### src/rtl/uart_tx.sv
// uart_tx: 16x-oversampled UART transmitter with a FIFO_DEPTH x 8 TX FIFO.
// Ports:
//   PCLK            sole clock, rising edge
//   PRESET          asynchronous active-high reset
//   enable          16x baud tick, one PCLK wide
//   LCR[7:0]        [1:0] word length 5..8, [2] two stop bits, [5:3] parity mode, [6] break
//   push_tx_fifo    write tx_data_in into the FIFO (ignored when full unless a pop frees a slot)
//   tx_data_in      character to send
//   TXD             serial line, idle high, driven from a flop
//   tx_fifo_count   FIFO occupancy; tx_fifo_empty / tx_fifo_full flags
//   tx_idle         FSM in IDLE and FIFO empty
// Build option: define UART_TX_BREAK_EN to let LCR[6] force TXD low (adds one PCLK of line delay).
module uart_tx #(
    parameter int FIFO_DEPTH = 16
) (
    input  logic                        PCLK,
    input  logic                        PRESET,
    input  logic                        enable,
    input  logic [7:0]                  LCR,
    input  logic                        push_tx_fifo,
    input  logic [7:0]                  tx_data_in,
    output logic                        TXD,
    output logic [$clog2(FIFO_DEPTH):0] tx_fifo_count,
    output logic                        tx_fifo_empty,
    output logic                        tx_fifo_full,
    output logic                        tx_idle
);
    localparam int AW = $clog2(FIFO_DEPTH);
    localparam logic [AW:0] FULL = FIFO_DEPTH[AW:0];

    typedef enum logic [2:0] {IDLE, START, DATA, PARITY, STOP1, STOP2} state_t;

    state_t        r_state;
    logic [7:0]    r_mem [FIFO_DEPTH];
    logic [AW-1:0] r_wp, r_rp;
    logic [AW:0]   r_count;
    logic [7:0]    r_shift;
    logic [5:0]    r_lcr;
    logic [3:0]    r_tick;
    logic [2:0]    r_bit;
    logic          r_par, r_line;
    logic          w_pop, w_push, w_adv, w_last, w_xor, w_par;
    logic [7:0]    w_head;

    assign tx_fifo_count = r_count;
    assign tx_fifo_empty = r_count == '0;
    assign tx_fifo_full  = r_count == FULL;
    assign tx_idle       = (r_state == IDLE) && tx_fifo_empty;

    // Pop only on the registered empty flag, so a push into an empty FIFO is not consumed in the same cycle.
    assign w_pop  = (r_state == IDLE) && !tx_fifo_empty;
    // A pop frees a slot in the same cycle, so a push while full is accepted only alongside a pop.
    assign w_push = push_tx_fifo && (!tx_fifo_full || w_pop);
    assign w_head = r_mem[r_rp];
    // Parity covers only the configured data bits of the character being loaded.
    assign w_xor  = ^(w_head & (8'hFF >> (2'd3 - LCR[1:0])));
    assign w_par  = LCR[5] ? ~LCR[4] : (LCR[4] ? w_xor : ~w_xor);
    assign w_adv  = enable && (r_tick == 4'd15);
    assign w_last = r_bit == ({1'b0, r_lcr[1:0]} + 3'd4);

    always_ff @(posedge PCLK) begin
        if (w_push) r_mem[r_wp] <= tx_data_in;
    end

    always_ff @(posedge PCLK or posedge PRESET) begin
        if (PRESET) begin
            r_wp    <= '0;
            r_rp    <= '0;
            r_count <= '0;
        end else begin
            if (w_push) r_wp <= r_wp + AW'(1);
            if (w_pop) r_rp <= r_rp + AW'(1);
            r_count <= r_count + {{AW{1'b0}}, w_push} - {{AW{1'b0}}, w_pop};
        end
    end

    // r_line is updated on the same edge as the state, so the line level always matches the current state.
    always_ff @(posedge PCLK or posedge PRESET) begin
        if (PRESET) begin
            r_state <= IDLE;
            r_line  <= 1'b1;
            r_tick  <= '0;
            r_bit   <= '0;
            r_shift <= '0;
            r_lcr   <= '0;
            r_par   <= 1'b0;
        end else begin
            r_tick <= (r_state == IDLE) ? 4'd0 : r_tick + {3'd0, enable};
            case (r_state)
                IDLE: if (w_pop) begin
                    r_state <= START;
                    r_line  <= 1'b0;
                    r_shift <= w_head;
                    r_lcr   <= LCR[5:0];
                    r_par   <= w_par;
                    r_bit   <= '0;
                end
                START: if (w_adv) begin
                    r_state <= DATA;
                    r_line  <= r_shift[0];
                end
                DATA: if (w_adv) begin
                    if (w_last) begin
                        r_state <= r_lcr[3] ? PARITY : STOP1;
                        r_line  <= r_lcr[3] ? r_par : 1'b1;
                    end else begin
                        r_bit   <= r_bit + 3'd1;
                        r_shift <= r_shift >> 1;
                        r_line  <= r_shift[1];
                    end
                end
                PARITY: if (w_adv) begin
                    r_state <= STOP1;
                    r_line  <= 1'b1;
                end
                STOP1:   if (w_adv) r_state <= r_lcr[2] ? STOP2 : IDLE;
                STOP2:   if (w_adv) r_state <= IDLE;
                default: r_state <= IDLE;
            endcase
        end
    end

`ifdef UART_TX_BREAK_EN
    // Break is live (not shadowed) but re-registered so TXD stays a flop output.
    logic r_txd;
    logic w_unused;
    assign w_unused = LCR[7];
    always_ff @(posedge PCLK or posedge PRESET) begin
        if (PRESET) r_txd <= 1'b1;
        else r_txd <= r_line & ~LCR[6];
    end
    assign TXD = r_txd;
`else
    logic w_unused;
    assign w_unused = ^LCR[7:6];
    assign TXD = r_line;
`endif
endmodule
### config.mk
export PLATFORM = sky130hd
export DESIGN_NAME = uart_tx
export DESIGN_NICKNAME = d
export VERILOG_FILES = /design/src/rtl/uart_tx.sv
export SDC_FILE = /design/constraint.sdc
export NUM_CORES = 1
export LEC_CHECK = 0
export ABC_AREA = 1
export CAP_MARGIN = 0
export CORE_MARGIN = 2
export CORE_UTILIZATION = 60
export DETAILED_ROUTE_END_ITERATION = 16
export PLACE_DENSITY = 0.91
export SYNTH_ARGS = -nofsm -noshare
export SYNTH_HDL_FRONTEND = slang
export SYNTH_SLANG_ARGS = --single-unit
### constraint.sdc
create_clock -name PCLK -period 8 [get_ports PCLK]
set_input_delay 0.8 -clock PCLK [delete_from_list [all_inputs] [get_ports PCLK]]
set_output_delay 0.8 -clock PCLK [all_outputs]
set_load 0.01 [all_outputs]
==> results of run 1 <==
-- flip-flops by register name, indices dropped and copies added (netlist names) --
name,count
TXD,1
r_bit,3
r_lcr,4
r_mem,128
r_par,1
r_rp,4
r_shift,8
r_state,3
r_tick,4
r_wp,4
tx_fifo_count,5
-- per-stage QoR --
stage	total power [W]	cell area [um2]	hold slack, ps
final	0.00332	8530	516
after global routing	0.00353	8530	539
after CTS	0.00332	8530	514
after detailed placement	0.00246	7910	490
after global placement	0.00239	7910	489
after floorplan	0.00218	7580	450
-- power breakdown --
part | switching, W | internal, W | total (W)
sequential | 0.000104 | 0.00109 | 0.00119
clock | 0.000353 | 0.000500 | 0.000853
combinational | 0.000858 | 0.000421 | 0.00128
-- how the worst max path moves through the flow --
| stage | start | end | depth (start not counted) |
|---|---|---|---|
| finish | enable | tx_fifo_count[4] | 13 |
| global route | enable | tx_fifo_count[4] | 13 |
| CTS | enable | tx_fifo_count[4] | 13 |
| detailed placement | enable | tx_fifo_count[4] | 13 |
| global placement | enable | tx_fifo_count[4] | 13 |
| floorplan | enable | tx_fifo_count[4] | 13 |
-- logic make-up (layout without fill, tap and decap cells) --
| logic type | count (synthesis) | in the layout |
|---|---|---|
| AND/OR/NAND/NOR | 386 | 386 |
| flip-flops | 165 | 165 |
| buffers and inverters | 139 | 173 |
| AO/OA/AOI/OAI | 46 | 46 |
| adder cells (fa/ha/maj) | 15 | 15 |
| XOR/XNOR | 12 | 12 |
| multiplexers | 1 | 1 |
-- final cells by class --
| cell class | count | area [um2] |
|---|---|---|
| Clock inverter | 15 | 196 |
| Clock buffer | 17 | 425 |
| Fill cell | 860 | 3940 |
| Timing Repair Buffer | 30 | 290 |
| Inverter | 111 | 422 |
| Sequential cell | 165 | 4770 |
| Tap cell | 172 | 215 |
| Multi-Input combinational cell | 460 | 2210 |
-- metal layers --
metal | track usage, % | wire length (um) | part of all wire [%]
met5 | 0 | 0 | 0
met2 | 40.8 | 7860 | 50
met4 | 9.92 | 374 | 2.4
met1 | 30.8 | 6190 | 40
met3 | 6.28 | 1210 | 7.8
-- cell usage in the layout, fill, tap and decap left out, types with 4 or more instances in the layout --
master	instances
inv_2	5
nand2_1	244
buf_4	4
dfrtp_1	35
nand3_1	87
edfxtp_1	128
o22ai_1	8
xor2_1	9
inv_1	103
clkdlybuf4s50_1	26
clkbuf_16	17
nor2_1	45
ha_1	14
a21oi_1	9
o21ai_0	15
-- worst reg2reg max path: stages, from the launching register on --
cell,delay (ps)
dfrtp_1,450
nor3_4,390
inv_2,110
nor2_1,120
nor2_1,70
a211oi_4,570
nand2_4,260
clkinv_4,200
ha_1,260
inv_1,70
ha_1,170
inv_1,60
fa_1,390
o21ai_0,250
xor2_1,160
==> results summary, run 1 <==
Setup repair after global routing left no endpoint under its margin. The initial core utilization is 60.8%. The critical path data arrival time came out at 4090 ps. On the critical path, the stage with the largest delay is an instance of a211oi_4. The final core utilization came out at 68.4%.

The synthesized-area fraction occupied by xor and xnor cells is 1.39%. The total power density per cell area is 390 nW/um2. The floorplan die area is 13600 um2. The area growth from synthesis to final layout came out at 12.5%. The vertical die dimension is 116 um.

The share of synthesized cell area in full adder, half adder and majority cells is 2.57%. The count of TritonRoute iterations in the first routing pass came out at 5. Counting flops with a built-in enable in the synthesized netlist gives 128. The maximum frequency from static timing analysis is 268 MHz.

The non-filler instance count after layout came out at 970. Summed over its instances, the top area cell type makes up 50.7% of the synthesized netlist area. The startpoint of the tightest hold check path is r_par. The number of library cell types mapped by synthesis came out at 41. The detail-routed via count per cell is 5.45. Once detail routing completed, the nets flagged for antenna violations numbered 0. After detailed routing, the average wire length per cell comes to 16.1 um. The delay contributed by the slowest stage of the critical path came out at 650 ps. For the pin with the worst max-slew slack, the measured transition is 1100 ps. Clock skew on the completed layout was measured at 11.3 ps. The multiplexer share of the synthesized area is 0.149%.

The biggest area contributor in the post-synthesis netlist is edfxtp_1. The final cycle utilization of the critical path came out at 46.7%. The post-detailed-placement half-perimeter wirelength came out at 9240 um.

The synthesized netlist devotes 3.78% of its cell area to compound gates. Entering global routing, the biggest net connects 70 pins. Before CTS, the worst setup slack after placement is 3920 ps. The post-CTS repair timing setup buffer count is 0.

The most common cell in the synthesized netlist is nand2_1. The synthesized instance count is 764. The number of stages on the worst hold path is 2. The tightest min-delay check is of the register to register type. The number of buffers added by the clock tree synthesis step came out at 17.

The count of pins on the block boundary is 29. The final hold violation count is 0. The clock slew seen by the registers of the worst setup and hold paths came out at 70 ps. The number of placed instances, taps included is 938.

The final-report max-slew violation count came out at 0. TritonCTS built the clock tree. The number of global-route vias before repair came out at 5217. The floorplan row count came out at 41. Input and output buffers added on the ports amount to 26. The run finished with clean final reports.

The area of the placeable core is 12500 um2. In this design, the largest share of critical-path delay is due to buffers and inverters. The maximum count of clock buffers along a single path came out at 2. The cell area after synthesis is 7580 um2. The tool flagged a number of max-cap violations equal to 0.

In the final layout, the share of cells above drive strength 1 is 6.89%. By area the synthesized netlist is led by edfxtp_1 (51%), nand2_1 (12%), dfrtp_1 (12%). The clock tree root buffer cell is clkbuf_16. The worst setup path is of the input port to register kind. CTS built an H-tree with a depth of 4. Along the worst path, the maximum fanout reaches 14.

In the synthesized netlist the dominant register cell turns out to be edfxtp_1. The most common cell type on the critical path is inv_1. The initial DRC count is 586. The worst path setup slack after routing came out at 4260 ps. The commonest cells after synthesis are nand2_1 (244), edfxtp_1 (128), inv_1 (103), nand3_1 (87), nor2_1 (45). The remaining design rule violation count came out at 0. The total of warnings raised by yosys is 0. The endpoint identified for the worst register-to-register timing path is tx_fifo_count[4]. The total number of vias is 5289. The number of failing setup endpoints in the final timing report is 0. The number of nets in the layout is 820.

By area, the combinational part of the netlist is dominated by simple AND/OR/NAND/NOR gates. The maximum vdd ir drop is 0.218 mV. The signal on the critical path passes through clkdlybuf4s50_1 -> and3_1 -> inv_1 -> a211oi_4 -> nand2_4 -> clkinv_4 -> ha_1 -> inv_1 -> ha_1 -> inv_1 -> fa_1 -> o21ai_0 -> xor2_1.

The wire length after detailed routing is 15600 um. The slack of the worst reg-to-reg path is 4400 ps. The count of instances resized after the clock tree is built came out at 0.

The share of async-settable or async-resettable flops after synthesis is 22.4%. After routing, the total negative slack on setup checks comes to 0 ps. For this design, the sink count on the clock tree is 165. The post-layout minimum cycle time came out at 3740 ps. The clock latency on the worst-skew pair is 420 ps. The mean post-synth cell area came out at 9.92 um2. For the worst flop-to-flop path, the logic depth is 14. The initial antenna violation count is 0. The end point of the most critical hold path is r_par. The launching point of the worst reg2reg path is r_state[2]. The leakage power of the design came out at 3.70 nW.

The total of hold buffers inserted after clock tree synthesis came out at 0. For the worst setup path, the data required time is 8350 ps. In this run, synthesis produced a sequential element count of 165. The first global-routing pass estimated 24700 um of wire.

The worst setup path is captured at a register. The die extent in x is 116 um. The area fraction in and, or, nand and nor cells after synthesis is 21.2%.

The relative slew slack is 26.3%. In the global route stage, overall resource usage came out at 24.4%. The number of buffer and inverter instances along the worst setup path came out at 5.

Summing the sequential cell areas from Yosys gives 62.9% of the chip area. The post-synthesis net count came out at 799. The critical path launch point type is an input port.

The placer congestion estimate is 0.834. The total global routing overflow came out at 0. The number of diodes added for antenna fixing is 0.
No activity file was read; power rests on OpenSTA's default activity.
==> inputs of run 2 (changes only) <==
- CORE_UTILIZATION: 60 -> 55
- PLACE_DENSITY: 0.91 -> 0.88
- clock period: 8 -> 3.12 ns (I/O delays scaled with it)
==> run 2 against run 1 <==
Utilization shrank 3.8 points. Sequential cell count is the same. First-iteration DRC count grew 20%. Global-route usage shrank 0.32 points. Critical endpoint unchanged. Largest cell class unchanged.
==> results summary, run 2 (synthesis results as in run 1) <==
The post-layout minimum cycle time came out at 2870 ps. The placer congestion estimate is 0.849 (was 0.834). The area growth from synthesis to final layout came out at 13.7% (was 12.5%). The number of levels the H-tree was split into is 4 (unchanged). The critical path data arrival time came out at 3240 ps (was 4090 ps). The number of nets in the layout came out at 836 (was 820). Run status: finished clean (unchanged). The worst setup skew after layout is 8.39 ps (was 11.3 ps). The initial antenna violation count is 0 (unchanged). The remaining design rule violation count is 0 (unchanged).

The share of power burned in combinational logic is 41.3% (was 38.5%). The number of placed instances, taps included came out at 958 (was 938). The relative slew slack is 44.1% (was 26.3%). The area of all sequential standard cells is 4770 um2 (unchanged). The switching component of the power is 0.00343 W (was 0.00131 W). The type of the worst setup path is register to register (was input port to register).

Leading cell types in the layout, fill and taps excluded: nand2_1 (244), edfxtp_1 (128), inv_1 (103) (unchanged). The count of port buffers added during placement came out at 26 (unchanged). The total internal power came to 0.00511 W (was 0.00201 W).

The number of buffers added by the clock tree synthesis step came out at 17 (unchanged). The worst flop-to-flop path endpoint is tx_fifo_count[4] (unchanged). The flip-flop count of the largest register after layout is 128 (unchanged). The logic depth of the worst register-to-register path came out at 15 (was 14).

The initial core utilization is 56.8% (was 60.8%). The die extent in x came to 121 um (was 116 um). The initial DRC count is 701 (was 586). The final antenna-violating net count is 0 (unchanged). The floorplan die area is 14700 um2 (was 13600 um2).

The final cycle utilization of the critical path came out at 92.0%. The share of total power in sequential cells is 35.2% (was 35.8%). Unrepaired setup endpoints after global routing: no (unchanged). The largest net degree at the start of global routing is 69 (was 70). The leakage power of the design came out at 3.76 nW (was 3.70 nW). The critical path launch point type is a register (was input port). The total power density per cell area came out at 991 nW/um2 (was 390 nW/um2). The post-detailed-placement half-perimeter wirelength was 10300 um (was 9240 um). The total of hold buffers inserted after clock tree synthesis came out at 0 (unchanged). The total global routing overflow is 0 (unchanged). The area occupied by multi-input gates came out at 2210 um2 (unchanged). The final-report max-slew violation count is 0 (unchanged).

The count of clock tree sinks is 165 (unchanged). For this run, the top clock speed supported by timing is 348 MHz. The filler cell count in the final layout is 973 (was 860). The clock tree root buffer cell is clkbuf_16 (unchanged). The area of the placeable core came out at 13300 um2 (was 12500 um2). The launching point of the worst reg2reg path was r_state[2] (unchanged). The most frequent standard cell in the layout excluding fill and tap cells is nand2_1 (unchanged). The first-pass GRT wire length is 26500 um (was 24700 um). The number of failing setup endpoints in the final timing report came to 0 (unchanged). The switching power share of the total is 40.2% (was 39.6%). The vertical die dimension was 121 um (was 116 um).

The average detailed-routed wire length per instance is 16.6 um (was 16.1 um). The count of TritonRoute iterations in the first routing pass was 7 (was 5). The peak fanout along the critical path is 5 (was 14). The transition time at the pin with the least slew margin is 835 ps (was 1100 ps).

The count of pins on the block boundary was 29 (unchanged). The count of instances resized after the clock tree is built was 0 (unchanged). The final instance area was 8620 um2 (was 8530 um2).

The clock slew seen by the registers of the worst setup and hold paths is 70 ps (about the same). The total power draw came out at 0.00855 W (was 0.00332 W). The power share of the clock group is 23.5% (was 25.7%).

The post-CTS repair timing setup buffer count came out at 0 (unchanged). The slack of the worst reg-to-reg path came to 250 ps (was 4400 ps). The number of diodes added for antenna fixing came to 0 (unchanged). The final sum of negative setup slack was 0 ps (unchanged). The maximum vdd ir drop came out at 0.649 mV (was 0.218 mV). The non-filler instance count after layout is 990 (was 970). The instance area at placement came out at 8060 um2 (was 7910 um2). The fraction of final layout cells with drive strength greater than 1 came out at 8.60% (was 6.89%).

The worst hold-check path type was input port to asynchronous set/reset pin (was register to register). The final hold violation count is 0 (unchanged). The clock latency on the worst-skew pair was 440 ps (was 420 ps). The total number of vias is 5398 (was 5289). The critical path endpoint category is a register (unchanged). The floorplan row count is 42 (was 41). The critical path data required time is 3480 ps (was 8350 ps).

The maximum count of clock buffers along a single path came out at 2 (unchanged). The all-layer global routing usage was 24.1% (was 24.4%). The TritonCTS clock tree is yes (unchanged). The worst hold slack across all endpoints came out at 328 ps (was 516 ps). The wire length after detailed routing came out at 16500 um (was 15600 um). The detail-routed via count per cell came out at 5.45 (about the same). The number of global-route vias before repair came out at 5430 (was 5217). The max-capacitance violation count came out at 0 (unchanged). The register with the highest flop count is r_mem (unchanged).
## run 2: changes by cell type in the layout (fill, tap and decap cells not counted), sizes merged
cell / change
buf: +16
bufinv: -2
clkinvlp: +1
clkbuf: +3
clkinv: -2
## run 2: power by group through the flow
| stage | combinational (W) | sequential, W | clock, W |
|---|---|---|---|
| 6_report | 0.00353 | 0.00301 | 0.00201 |
| 5_1_grt | 0.00392 | 0.00304 | 0.00212 |
| 4_1_cts | 0.00351 | 0.00300 | 0.00202 |
| 3_5_place_dp | 0.00344 | 0.00304 | 0 |
| 3_3_place_gp | 0.00328 | 0.00302 | 0 |
| 2_1_floorplan | 0.00259 | 0.00299 | 0 |
## run 2: stage by stage
stage          utilization (%)  setup WS (ps)
6_report                  64.6            249
4_1_cts                   64.6            246
3_5_place_dp              60.3            211
2_1_floorplan                -            245
5_1_grt                   64.6           53.0
3_3_place_gp              60.3            278
## run 2: final cells by class
type,instances,share of cell area [%]
well taps,176,2.55
multi-input cells,460,25.6
clock inverters,12,1.39
flip-flops and latches,165,55.3
inverters,111,4.89
repair buffers,46,5.05
clock buffers,20,5.18
## run 2: critical path, cell delays in order, from the launching register on
cell	delay, ps
dfrtp_1	460
inv_1	120
nand2_1	200
inv_2	90
nand2_1	140
inv_2	70
a211oi_4	270
nand2_4	90
clkinv_4	60
ha_1	230
inv_1	70
ha_1	180
inv_1	60
fa_1	390
o21ai_0	220
xor2_1	160
## run 2: how the worst max path moves through the flow
stage	depth (start not counted)	startpoint	end
final	15	r_state[2]	tx_fifo_count[4]
after global placement	13	enable	tx_fifo_count[4]
after global routing	15	r_state[0]	tx_fifo_count[4]
after floorplan	17	tx_fifo_count[2]	tx_fifo_count[4]
after CTS	15	r_state[2]	tx_fifo_count[4]
after detailed placement	13	enable	tx_fifo_count[4]
## run 2: layer usage
metal | global-route usage [%] | wire, um | up-vias
met5 | 0 | 0 | -
met4 | 10.6 | 399 | 0
met3 | 5.78 | 1440 | 36
met2 | 40.7 | 8280 | 264
met1 | 29.6 | 6340 | 2544
li1 | - | - | 2554
